**src/rtl/ann_pkg.sv**
```systemverilog
// Shared definitions for the neuron weight path: default widths and the reader FSM state encoding.
package ann_pkg;

  localparam int unsigned WEIGHT_W  = 16;
  localparam int unsigned WADDR_W   = 5;
  localparam int unsigned N_WEIGHTS = 28;

  typedef enum logic [1:0] {
    ST_IDLE  = 2'd0,
    ST_FETCH = 2'd1,
    ST_DRAIN = 2'd2,
    ST_DONE  = 2'd3
  } reader_state_t;

endpackage

```
**src/rtl/weight_skid_fifo.sv**
```systemverilog
// Two-entry FIFO holding weight words between the BRAM read port and the MAC handshake.
// The head entry is read straight from storage, so it stays put while the consumer stalls.
module weight_skid_fifo #(
  parameter int unsigned WIDTH = 22
) (
  input  logic             clk,
  input  logic             rst_n,
  input  logic             push,
  input  logic [WIDTH-1:0] push_data,
  input  logic             pop,
  output logic [WIDTH-1:0] head,
  output logic [1:0]       count
);

  logic [WIDTH-1:0] mem [2];
  logic             wr_ptr;
  logic             rd_ptr;

  // Storage, pointers and occupancy; caller never pushes when full or pops when empty.
  always_ff @(posedge clk) begin
    if (!rst_n) begin
      mem[0] <= '0;
      mem[1] <= '0;
      wr_ptr <= 1'b0;
      rd_ptr <= 1'b0;
      count  <= 2'd0;
    end else begin
      if (push) begin
        mem[wr_ptr] <= push_data;
        wr_ptr      <= ~wr_ptr;
      end
      if (pop) begin
        rd_ptr <= ~rd_ptr;
      end
      count <= count + 2'(push) - 2'(pop);
    end
  end

  assign head = mem[rd_ptr];

endmodule

```
**src/rtl/weight_bram_reader.sv**
```systemverilog
// Read-side sequencer for one neuron's weight BRAM: streams N_WORDS weights from address 0
// to the MAC over a valid/ready handshake, flagging the final word with W_LAST.
// Optional feature macro: WEIGHT_LOAD_EN adds an IDLE-time write port (LD_VALID/LD_ADDR/LD_DATA).
module weight_bram_reader
  import ann_pkg::*;
#(
  parameter int unsigned DATA_W  = WEIGHT_W,
  parameter int unsigned ADDR_W  = WADDR_W,
  parameter int unsigned N_WORDS = N_WEIGHTS
) (
  input  logic              CLK,
  input  logic              RST_N,
  input  logic              START,
  output logic              BUSY,
  output logic              DONE,
  output logic [ADDR_W-1:0] BRAM_ADDR,
  output logic              BRAM_EN,
  output logic              BRAM_WE,
  output logic [DATA_W-1:0] BRAM_DI,
  input  logic [DATA_W-1:0] BRAM_DO,
  output logic [DATA_W-1:0] W_DATA,
  output logic [ADDR_W-1:0] W_IDX,
  output logic              W_VALID,
  input  logic              W_READY,
`ifdef WEIGHT_LOAD_EN
  input  logic              LD_VALID,
  input  logic [ADDR_W-1:0] LD_ADDR,
  input  logic [DATA_W-1:0] LD_DATA,
`endif
  output logic              W_LAST
);

  // One extra bit so a full 2**ADDR_W fetch can count to N_WORDS without wrapping.
  localparam int unsigned CNT_W   = ADDR_W + 1;
  localparam int unsigned ENTRY_W = DATA_W + ADDR_W + 1;

  typedef struct packed {
    logic [DATA_W-1:0] data;
    logic [ADDR_W-1:0] idx;
    logic              last;
  } word_t;

  reader_state_t     state;
  logic [CNT_W-1:0]  issue_cnt;
  logic              rd_en_q;
  logic [ADDR_W-1:0] rd_addr_q;

  word_t             push_word;
  word_t             head_word;
  logic [1:0]        fifo_count;

  logic              pop_c;
  logic              load_c;
  logic              can_issue_c;
  logic [2:0]        occ_next_c;

  // A read issued this cycle lands in the FIFO at the next edge, tagged with its address.
  assign push_word.data = BRAM_DO;
  assign push_word.idx  = rd_addr_q;
  assign push_word.last = (rd_addr_q == ADDR_W'(N_WORDS - 1));

  weight_skid_fifo #(
    .WIDTH (ENTRY_W)
  ) u_fifo (
    .clk       (CLK),
    .rst_n     (RST_N),
    .push      (rd_en_q),
    .push_data (push_word),
    .pop       (pop_c),
    .head      (head_word),
    .count     (fifo_count)
  );

  assign W_VALID = (fifo_count != 2'd0);
  assign W_DATA  = head_word.data;
  assign W_IDX   = head_word.idx;
  assign W_LAST  = head_word.last;
  assign pop_c   = W_VALID && W_READY;

  // Occupancy seen by the next cycle's read: only issue if that read will have a free slot.
  assign occ_next_c  = 3'(fifo_count) + 3'(rd_en_q) - 3'(pop_c);
  assign can_issue_c = (occ_next_c < 3'd2) && (issue_cnt < CNT_W'(N_WORDS));

  // BRAM port: the load path overrides reads only while idle.
`ifdef WEIGHT_LOAD_EN
  assign load_c    = (state == ST_IDLE) && LD_VALID;
  assign BRAM_EN   = rd_en_q | load_c;
  assign BRAM_WE   = load_c;
  assign BRAM_ADDR = load_c ? LD_ADDR : rd_addr_q;
  assign BRAM_DI   = load_c ? LD_DATA : '0;
`else
  assign load_c    = 1'b0;
  assign BRAM_EN   = rd_en_q;
  assign BRAM_WE   = 1'b0;
  assign BRAM_ADDR = rd_addr_q;
  assign BRAM_DI   = '0;
`endif

  // Fetch sequencer: state, issue counter and registered read/status outputs.
  always_ff @(posedge CLK) begin
    if (!RST_N) begin
      state     <= ST_IDLE;
      issue_cnt <= '0;
      rd_en_q   <= 1'b0;
      rd_addr_q <= '0;
      BUSY      <= 1'b0;
      DONE      <= 1'b0;
    end else begin
      rd_en_q <= 1'b0;
      DONE    <= 1'b0;
      case (state)
        ST_IDLE: begin
          if (START && !load_c) begin
            rd_en_q   <= 1'b1;
            rd_addr_q <= '0;
            issue_cnt <= CNT_W'(1);
            BUSY      <= 1'b1;
            state     <= (N_WORDS == 1) ? ST_DRAIN : ST_FETCH;
          end
        end
        ST_FETCH: begin
          if (can_issue_c) begin
            rd_en_q   <= 1'b1;
            rd_addr_q <= ADDR_W'(issue_cnt);
            issue_cnt <= issue_cnt + CNT_W'(1);
            if (issue_cnt == CNT_W'(N_WORDS - 1)) begin
              state <= ST_DRAIN;
            end
          end
        end
        ST_DRAIN: begin
          if (pop_c && head_word.last) begin
            DONE  <= 1'b1;
            state <= ST_DONE;
          end
        end
        ST_DONE: begin
          BUSY      <= 1'b0;
          issue_cnt <= '0;
          state     <= ST_IDLE;
        end
        default: begin
          state <= ST_IDLE;
        end
      endcase
    end
  end

endmodule

```
**config.mk**
```make
export PLATFORM = sky130hd
export DESIGN_NAME = weight_bram_reader
export DESIGN_NICKNAME = d
export VERILOG_FILES = /design/src/rtl/ann_pkg.sv /design/src/rtl/weight_skid_fifo.sv /design/src/rtl/weight_bram_reader.sv
export SDC_FILE = /design/constraint.sdc
export NUM_CORES = 1
export LEC_CHECK = 0
export BUFFER_PORTS_ARGS = -buffer_cell sky130_fd_sc_hd__buf_2
export CAP_MARGIN = 10
export CELL_PAD_IN_SITES_DETAIL_PLACEMENT = 2
export CELL_PAD_IN_SITES_GLOBAL_PLACEMENT = 2
export CORE_ASPECT_RATIO = 0.7
export CORE_MARGIN = 2
export CORE_UTILIZATION = 38
export CTS_CLUSTER_SIZE = 25
export DETAILED_ROUTE_END_ITERATION = 10
export PLACE_DENSITY_LB_ADDON = 0.12
export SYNTH_ARGS = -nofsm -noshare
export SYNTH_HDL_FRONTEND = slang
export SYNTH_SLANG_ARGS = --single-unit
```
**constraint.sdc**
```tcl
create_clock -name CLK -period 8.05 [get_ports CLK]
set_input_delay 0 -clock CLK [delete_from_list [all_inputs] [get_ports CLK]]
set_output_delay 0 -clock CLK [all_outputs]
set_load 0.005 [all_outputs]
```
==> results.py <==
metrics = {
    "outcome": {
        "status": "finished, final reports clean",
    },
    "detailed_routing": {
        "vias": 2190,
        "wl_met2_mm": 4.062,
        "drtIter0Drc": 99,
        "dr.pass1.iters": 4,
        "drt_wl_total_mm": 8.060,
        "drc": 0,
        "met3WireLength_um": 397,
        "vias_per_cell": 5.081,
        "highest_layer": "met4",
        "wl_met1_mm": 3.533,
        "antenna_left": 0,
        "wl_per_cell_um": 18.70,
    },
    "layout": {
        "layout_commonest_cell": "buf_2",
        "nets": 353,
        "diodes": 0,
        "area_delta_synth_final_pct": 22.13,
        "nFillCells": 801,
        "layout_common_cells": "buf_2, and2_1, edfxtp_1",
        "final_layout_size_suffix_gt1_frac": 0.3000,
    },
    "worst_setup_path": {
        "path_max_fanout": 8,
        "worstSetupStartpoint": "u_fifo.count[1]",
        "r2r_cells": 11,
        "cp-endpoint": "issue_cnt[2]",
        "timing.rr.end": "issue_cnt[2]",
        "path_class": "register to register",
        "end_kind": "register",
        "r2r-start": "u_fifo.count[1]",
        "worstPathRequired_ns": 8.21,
        "crit_path_start_kind": "register",
        "r2r_setup_slack_ns": 4.90,
        "arrival_ns": 3.32,
    },
    "grt": {
        "grt_overflow": 0,
        "grt_use_total": 0.1906,
        "antenna_found_initial": 0,
        "grt_max_degree": 29,
        "grt_pass1_wl_mm": 12.85,
        "first_global_vias": 2340,
    },
    "power": {
        "finalPower_uw": 1252,
        "swShare": 0.3145,
        "p_leak_uw": 0.001659,
        "vdd_ir_drop_max_uv": 108.4,
        "p_per_area_nw_per_um2": 322.5,
        "p_clk_frac": 0.331,
        "power_frac_comb": 0.306,
        "switchingPower_uw": 393.7,
        "p_int_uw": 858.1,
        "seqPwrFrac": 0.363,
    },
    "placement": {
        "dp_hpwl_mm": 5.193,
        "gp_congestion": 0.7792,
        "portBuffers": 50,
    },
    "flow_run": {
        "drv_cap": 0,
    },
    "clock_network": {
        "cts_buffers": 9,
        "post_cts_resize_count": 0,
        "clk_pin_slew_worst_paths_ns": 0.06,
        "postCtsSetupBuffers": 0,
        "insertion_delay_ns": 0.33,
        "root_buffer": "clkbuf_16",
        "htree_levels": 3,
        "ctsHoldBuffers": 16,
        "clkSinkCount": 65,
        "cts_buffer_depth": 2,
        "tritoncts": "done",
    },
    "sta": {
        "fmax_ghz": 0.3171,
        "rsz0062_at_grt": "no",
        "maxSlewHeadroom": 0.3157,
        "fin_crit_sh": 0.3918,
        "drv_slew": 0,
        "finalSetupTns_ns": 0,
        "min_period_ns": 3.154,
        "tightest_slew_ns": 1.024,
        "final-hold-violation-count": 0,
        "finalSetupViolCount": 0,
        "skew_ns": 0.005593,
    },
    "synth": {
        "synth_warnings": 0,
        "synthCells": 264,
        "synth.distinct_cells": 39,
        "syn_avg_cell_area_um2": 12.04,
        "synth_seq_cells": 65,
        "yosysSeqAreaShare": 0.5480,
        "syn-cell-area_um2": 3178,
    },
    "floorplanning": {
        "fp.dieArea_um2": 9123,
        "die_h_um": 80.52,
        "num_io_pins": 68,
        "initial_core_util": 0.3986,
        "core_um2": 7973,
        "rows": 27,
        "die_w_um": 113.3,
    },
    "hold_path": {
        "hold_path.class": "input pin to register",
    },
}
[routing by layer]
layer | global-route usage | vias to the layer above
met5 | 0 | -
met4 | 0.05488 | 0
met3 | 0.05283 | 6
met2 | 0.3335 | 58
met1 | 0.2318 | 1111
li1 | - | 1015
[power by group through the flow]
stage	Sequential, uW	Combinational, uW	Clock (uW)
after global routing	461	423	438
final	454	383	415
after detailed placement	460	372	0
after floorplan	450	277	0
after global placement	454	361	0
after CTS	455	389	422
[layout make-up]
cell class	count	area, um^2	area share
multi-input cells	168	1215	0.3130
inverters	12	45.04	0.01161
repair buffers	69	432.9	0.1115
flip-flops and latches	65	1742	0.4487
clock buffers	9	225.2	0.05803
well taps	101	126.4	0.03256
clock inverters	7	95.09	0.02450
[Yosys cell counts]
cell type / n / area [um^2]
o211ai_1: 1 / 7.510
o32ai_1: 1 / 8.760
buf_4: 22 / 165.2
o21ai_0: 6 / 30.03
buf_2: 2 / 10.01
nor3_1: 2 / 10.01
xor2_1: 1 / 8.760
clkbuf_2: 1 / 5.000
a21boi_0: 1 / 7.510
fa_1: 1 / 20.02
o21a_1: 1 / 7.510
o311ai_0: 5 / 43.79
nor2b_1: 3 / 18.77
xnor2_1: 1 / 8.760
xnor2_2: 1 / 16.27
nor2_1: 7 / 26.28
and2_4: 1 / 8.760
edfxtp_1: 44 / 1321
buf_6: 3 / 33.78
nand2_1: 11 / 41.29
dfxtp_1: 21 / 420.4
mux2i_1: 3 / 30.03
and2b_2: 3 / 26.28
mux2_2: 21 / 236.5
nor4b_4: 1 / 23.77
a31oi_2: 1 / 12.51
nand3_1: 6 / 30.03
nand4_1: 7 / 43.79
o311a_1: 1 / 10.01
or2_2: 1 / 6.260
conb_1: 1 / 3.750
a22o_1: 5 / 43.79
and2_1: 47 / 294.0
ha_1: 7 / 87.58
a2111oi_0: 1 / 8.760
clkbuf_1: 7 / 26.28
and3_1: 2 / 12.51
inv_1: 12 / 45.04
a41oi_1: 2 / 17.52
[cells by family after synthesis]
group | Yosys count | synth area share
other | 1 | 0.001180
buffers and inverters | 47 | 0.08976
adders and majority gates | 8 | 0.03386
and+or+nand+nor | 91 | 0.1705
AOI/OAI and AO/OA | 25 | 0.06221
xor gates and xnor gates | 3 | 0.01063
DFF | 65 | 0.5480
muxes | 24 | 0.08386
[worst max-delay path, cell delays in order (launching register included)]
cell and delay [ns]:
dfxtp_1 0.37, o21ai_0 0.45, inv_1 0.09, ha_1 0.28, inv_1 0.05, ha_1 0.13
inv_1 0.05, fa_1 0.42, xnor2_2 0.24, a31oi_2 0.26, o311ai_0 0.42, o311ai_0 0.23
[through the flow]
step,instance area (um^2),setup WS (ns),hold slack [ns],utilization,instances
detailed placement,3401,4.957,0.2934,0.4266,399
CTS,3881,4.856,0.0002495,0.4868,431
global route,3881,4.522,0.02804,0.4868,431
finish,3881,4.896,0.008834,0.4868,431
floorplan,3238,5.376,0.1711,-,280
global placement,3401,5.212,0.2904,0.4266,399
[sequential cells by signal, summed over array words and instances (netlist names), named ones only]
signal,cells
u_fifo.wr_ptr,1
BRAM_EN,1
BRAM_ADDR,5
state,2
u_fifo.rd_ptr,1
u_fifo.mem,44
DONE,1
u_fifo.count,2
BUSY,1
issue_cnt,6
[worst min path at each step]
| stage | from | endpoint | slack [ns] | cells after the start |
|---|---|---|---|---|
| 2_1_floorplan | START | BRAM_EN | 0.17 | 2 |
| 3_3_place_gp | BRAM_DO[5] | u_fifo.mem[1][11] | 0.29 | 2 |
| 3_5_place_dp | BRAM_DO[14] | u_fifo.mem[0][20] | 0.29 | 2 |
| 4_1_cts | START | BRAM_EN | 0.0002 | 3 |
| 5_1_grt | START | BRAM_EN | 0.03 | 3 |
| 6_report | START | BRAM_EN | 0.009 | 3 |
(Power assumes the default switching activity.)
